### src/rtl/rr_arb_mux.sv
`default_nettype none
// ============================================================================
// rr_arb_mux : registered N:1 channel mux with round-robin / fixed-priority
//              arbitration and valid/ready handshake on every channel.
// Revision   : 1.0
// ============================================================================
module rr_arb_mux #(
  parameter int S    = 2,
  parameter int T    = 8,
  parameter int MODE = 1
) (
  input  logic                clk,
  input  logic                rst_n,
  input  logic [2**S-1:0]     in_valid,
  input  logic [(2**S)*T-1:0] in_data,
  output logic [2**S-1:0]     in_ready,
  output logic                out_valid,
  output logic [T-1:0]        out_data,
  output logic [S-1:0]        out_sel,
  input  logic                out_ready
);

  localparam int N = 2**S;

  logic [S-1:0] ptr;
  logic [S-1:0] start;
  logic [S-1:0] idx;
  logic [S-1:0] gidx;
  logic [N-1:0] grant;
  logic         found;
  logic         load;

  assign load  = ~out_valid | out_ready;
  // Fixed priority is simply a round-robin search that always starts at 0.
  assign start = (MODE == 1) ? ptr : '0;

  always_comb begin
    grant = '0;
    found = 1'b0;
    gidx  = '0;
    idx   = '0;
    for (int k = 0; k < N; k++) begin
      idx = start + S'(k);
      if (!found && in_valid[idx]) begin
        grant[idx] = 1'b1;
        found      = 1'b1;
        gidx       = idx;
      end
    end
  end

  assign in_ready = rst_n ? (grant & {N{load}}) : '0;

  always_ff @(posedge clk) begin
    if (!rst_n) begin
      out_valid <= 1'b0;
      out_data  <= '0;
      out_sel   <= '0;
      ptr       <= '0;
    end else if (load) begin
      out_valid <= found;
      if (found) begin
        out_data <= in_data[gidx*T +: T];
        out_sel  <= gidx;
        if (MODE == 1) begin
          ptr <= gidx + 1'b1;
        end
      end
    end
  end

endmodule
`default_nettype wire

### config.mk
export PLATFORM = sky130hd
export DESIGN_NAME = rr_arb_mux
export DESIGN_NICKNAME = d
export VERILOG_FILES = /design/src/rtl/rr_arb_mux.sv
export SDC_FILE = /design/constraint.sdc
export NUM_CORES = 1
export LEC_CHECK = 0
export ABC_AREA = 1
export CELL_PAD_IN_SITES_DETAIL_PLACEMENT = 1
export CELL_PAD_IN_SITES_GLOBAL_PLACEMENT = 2
export CORE_AREA = 8 8 93 95
export CTS_CLUSTER_DIAMETER = 30
export DETAILED_ROUTE_END_ITERATION = 12
export DIE_AREA = 0 0 101 103
export HOLD_SLACK_MARGIN = 0.05
export PLACE_DENSITY_LB_ADDON = 0.1
export REMOVE_ABC_BUFFERS = 1
export SKIP_LAST_GASP = 1
export SYNTH_ARGS = -nofsm -noshare
export SYNTH_HDL_FRONTEND = slang
export SYNTH_SLANG_ARGS = --single-unit
### constraint.sdc
create_clock -name clk -period 2.05 [get_ports clk]
set_input_delay 0.3075 -clock clk [delete_from_list [all_inputs] [get_ports clk]]
set_output_delay 0.3075 -clock clk [all_outputs]
set_load 0.05 [all_outputs]
* Word level (Yosys, flattened, before mapping)
Index checks and enable logic that the tools add are counted.
** Word-level totals
- Register bits :: 13
- Bits of input ports :: 39
- Output and inout bits :: 15
- Logic and storage cells :: 63
** Operators by class
- Add/subtract/negate cells :: 4
- Order comparisons :: 8
- Shift-type cells :: 1
- Mux-type cells :: 29
- Bitwise logic cells :: 6
- Reduce and logical (&&, ||, !) cells :: 11
** Operators with widths (number)
- $shiftx A32 B6 Y8 :: 1
- $mux W4 :: 5
- $lt A2 B3 Y1 const B :: 4
- $mux W1 :: 12
- $or A4 B4 Y4 :: 3
- $bmux W1 S2 :: 4
- $demux W1 S2 :: 4
- $ge A2 B1 Y1 const B :: 4
- $mux W2 :: 4
- $logic_and A1 B1 Y1 :: 7
- $add A2 B1 Y2 const B :: 2
- $add A2 B2 Y2 const B :: 2
- $and A4 B4 Y4 :: 1
- $logic_not A1 Y1 :: 3
- $reduce_and A2 Y1 :: 1
- $not A1 Y1 :: 1
- $or A1 B1 Y1 :: 1

* Depth between registers and ports, before layout
- Depth after elaboration :: 14
- Mapped depth :: 16
- Mapped depth without buffers :: 15

* Worst setup path after synthesis
No wires, ideal clock.
- Kind :: flip-flop to output port
- From :: register ptr[1]
- To :: output in_ready[1]
- Arrival time :: 1.949 ns
- Required time :: 1.742 ns
- Slack :: -0.206 ns
- Cell stages (with the launch flop) :: 13
- Buffers on the path :: 0
- Cell sequence :: dfxtp_1 -> inv_1 -> ha_1 -> inv_1 -> nand3_2 -> nand2_4 -> nor2_2 -> inv_1 -> o22ai_1 -> a21oi_1 -> nand2_1 -> nand2_1 -> inv_1
** On the way
- Longest elaborated chain between the ends :: 14
- Elaborated cells on any way between the ends :: 49
- Those cells by class :: add/sub (3); order compare (8); mux (24); bitwise (4); reduce/logical (10)
** RTL lines
- from (decl) :: RTL line 25 : logic [S-1:0] ptr;
- from (signal assigned) :: RTL line 66 : ptr <= gidx + 1'b1;
- branches (longest 11 deep; another with $lt A2 B3 Y1)
- $mux W4 * :: RTL line 44 : if (!found && in_valid[idx]) begin
- $and A4 B4 Y4 * :: RTL line 52 : assign in_ready = rst_n ? (grant & {N{load}}) : '0;
- $mux W4 * :: RTL line 52
- to (decl) :: RTL line 16 : output logic [2**S-1:0] in_ready,
Every way passes the cells marked *. The select of a mux whose other input is x is not followed.

* Worst setup path after layout
- From :: register ptr[0]
- To :: output in_ready[0]
Same word-level chain as after synthesis.

==> impl_metrics.csv <==
group,metric,value,unit
timing,fin_crit_sh,106,%
global_route,grt_max_degree,15,
yosys,synth_top_flop_cell,"dfxtp_1",
timing,slew_headroom,64.1,%
setup_path,critPathLaunch,"ptr[0]",
routing,first_pass_iters,4,
power,pwr-share-clk,5.8,%
yosys,synth_compound_area_share,9.69,%
global_route,grt_pass1_wl,8550,um
setup_path,worstPathCellList,"inv_2 > ha_4 > inv_4 > nand3_4 > nand2_8 > nor2_4 > buf_12 > a22oi_2 > o221ai_2 > nand2_1 > inv_2 > buf_12",
timing,timing.final.ws_setup,-0.123,ns
power,comb_power_share,84.8,%
cts,clock_sinks,13,
yosys,syn_area_per_cell,6.09,um^2
routing,dr.first_iter.drc_count,19,
cts,cts_tree,"yes",
routing,drtAntennaViolNets,0,
yosys,yosys.area.top_type_share,18.7,%
routing,num_vias,1623,
cts,numCtsBuffers,3,
cts,clk_pin_slew_worst_paths,0.07,ns
layout,area_growth,76.4,%
yosys,syn-instance-count,229,
setup_path,worstSetupEndpointType,"primary output",
yosys,yosysSeqAreaShare,18.7,%
setup_path,cp-start-kind,"flop",
timing,finalSetupViolCount,5,
cts,clk_path_buf_depth,2,
power,p_switching,0.00232,W
cts,cts_hold_buf,0,
placement,placed_cells,392,
yosys,synthXorXnorAreaFrac,0.628,%
yosys,ys_types,28,
setup_path,path_buf_inv,5,
yosys,synth_mux_area_share,0,%
timing,hold_viol_final,0,
setup_path,crit_family,"buffers and inverters",
yosys,synth_edf_count,0,
status,status,"complete, but fails checks",
status,violations,"setup timing",
routing,route.detailed.drc,0,
yosys,synth_top_family_by_area,"simple AND/OR/NAND/NOR gates",
power,ir_drop,0.365,mV
setup_path,worstSetupPathType,"flop to primary output",
yosys,synthAdderAreaFrac,7.17,%
setup_path,cp_max_fo,5,
global_route,antenna_found_initial,0,
setup_path,crit_arrival,1.87,ns
yosys,yosys_warnings,0,
layout,diodes,0,
power,power.total,0.00436,W
global_route,grt_pass1_vias,1712,
power,seq_power_share,9.4,%
yosys,synth_top_area_cell,"dfxtp_1",
worst_hold_path,hold_path.class,"flop to flop",
die,die_h,103,um
die,initial_core_util,19.5,%
timing,fin_crit,2.17,ns
yosys,synth_area_leaders,"dfxtp_1 19%, nand2_1 16%, nor2_1 9.4%, inv_1 9.1%, ha_1 7.2%",
placement,dp_slack,-0.185,ns
power,swShare,53.2,%
timing,hold-worst-slack,0.523,ns
timing,finClkSkew,0.00445,ns
routing,avgRoutedWirePerCell,13.0,um
timing,worst_pin_slew,0.537,ns
timing,drv_slew,0,
setup_path,crit_required,1.74,ns
placement,gp_congestion,0.749,
setup_path,r2r_start,"ptr[0]",
routing,wl,5240,um
global_route,grt_usage,10.3,%
die,rows,31,
cts,cts_root_buf,"clkbuf_8",
die,dieArea,0.0104,mm^2
yosys,syn_area,0.00140,mm^2
die,die_w,101,um
timing,clock.fmax,0.460,GHz
global_route,grt_overflow,0,
die,core-area,0.00714,mm^2
setup_path,worst_path_max_delay_cell,"dfxtp_2",
flow_run,max-cap-violations,0,
routing,vias_per_cell,4.02,
power,leakagePower,1.17,nW
worst_hold_path,hold_start,"out_sel[1]",
yosys,synthSimpleGateAreaFrac,50.2,%
yosys,synth_seq_cells,13,
layout,fillers,907,
cts,h-tree-depth,1,
placement,io_buffers,53,
timing,rsz0062_at_grt,"true",
layout,stdcell_count,404,
cts,clk-insertion-delay-late,0.25,ns
power,internal_power,0.00204,W
die,ios,54,
setup_path,critPathMaxStageDelay,0.34,ns
layout,layout.nets,353,
power,p_per_area,1770,mW/mm^2
placement,detailed_place_hpwl,4050,um
layout,layout-drive-gt1-share,27.5,%
yosys,synthArstFlopShare,0,%
-- worst paths after layout --
check | to | slack [ns] | cells after the start
setup / recovery | in_ready[0] | -0.12 | 12
hold / removal | out_sel[1] | 0.52 | 2
setup reg to reg | ptr[1] | -0.04 | 15
hold reg to reg | out_sel[1] | 0.52 | 2
-- Yosys cell counts, drive strengths merged, types with 3 or more instances --
| cell | n |
|---|---|
| a21oi | 11 |
| buf | 4 |
| dfxtp | 13 |
| ha | 8 |
| inv | 39 |
| nand2 | 75 |
| nand3 | 23 |
| nand3b | 3 |
| nor2 | 39 |
| o21ai | 4 |
-- worst min-delay path: cells and delay by family (launching register included) --
kind,cells,cell delay (ns)
flops,1,0.32
compound gates,1,0.09
simple gates,1,0.08
-- cells in the final DEF (no fill, tap or decap), types with 4 or more instances in the layout --
| cell type | n |
|---|---|
| a21oi_1 | 7 |
| buf_12 | 7 |
| buf_4 | 17 |
| buf_6 | 4 |
| clkdlybuf4s50_1 | 45 |
| dfxtp_1 | 11 |
| ha_1 | 7 |
| inv_1 | 27 |
| inv_2 | 9 |
| nand2_1 | 58 |
| nand2_2 | 11 |
| nand2_4 | 4 |
| nand3_1 | 18 |
| nor2_1 | 34 |
| nor2_4 | 4 |
-- power by group through the flow --
stage / registers, W / clock network, W / logic (W)
after CTS: 0.000412 / 0.000261 / 0.00358
after detailed placement: 0.000412 / 0 / 0.00303
final: 0.000412 / 0.000253 / 0.00369
after floorplan: 0.000724 / 0 / 0.00167
after global placement: 0.000415 / 0 / 0.00304
after global routing: 0.000425 / 0.000264 / 0.00407
-- through the flow --
stage,utilization (%),setup TNS [ns],area [um^2]
after floorplan,-,-4.15,1350
after global routing,34.5,-1.96,2460
after global placement,30.4,-2.02,2170
final,34.5,-0.470,2460
after CTS,33.5,-0.441,2390
after detailed placement,30.4,-2.05,2170
-- final cells by class --
cell class              count  area (um^2)  share of cell area [%]
multi-input cells         172         1060                    43.2
repair buffers             77          802                    32.6
flip-flops and latches     13          263                    10.7
inverters                  39          164                    6.66
well taps                  99          124                    5.03
clock buffers               4         45.0                    1.83
-- flip-flops by register name, summed over array words and instances, names as in the netlist --
| signal | count |
|---|---|
| out_valid | 1 |
| out_data | 8 |
| out_sel | 2 |
| ptr | 2 |
-- kinds of logic (layout without fill, tap and decap cells) --
| family | count (synthesis) | after routing |
|---|---|---|
| AOI/OAI and AO/OA | 22 | 22 |
| adders and majority gates | 8 | 8 |
| xor gates and xnor gates | 1 | 1 |
| and+or+nand+nor | 141 | 141 |
| DFF | 13 | 13 |
| buffers and inverters | 44 | 120 |
-- metal layers --
layer	part of all wire (%)	GRT usage (%)	wire, um	vias to the layer above
met4	0.88	2.75	46	0
met1	49	13.3	2560	721
met3	4.4	1.76	231	5
met5	0	0	0	-
met2	46	17.1	2400	35
li1	-	-	-	862
-- what timing repair did --
action                                  4_1_cts  5_1_grt
resized for setup                            28       14
pin swaps                                    10        9
setup buffers                                 6        2
endpoints found under the setup margin       11       14
Note: power is estimated with default switching activity, not from simulation.
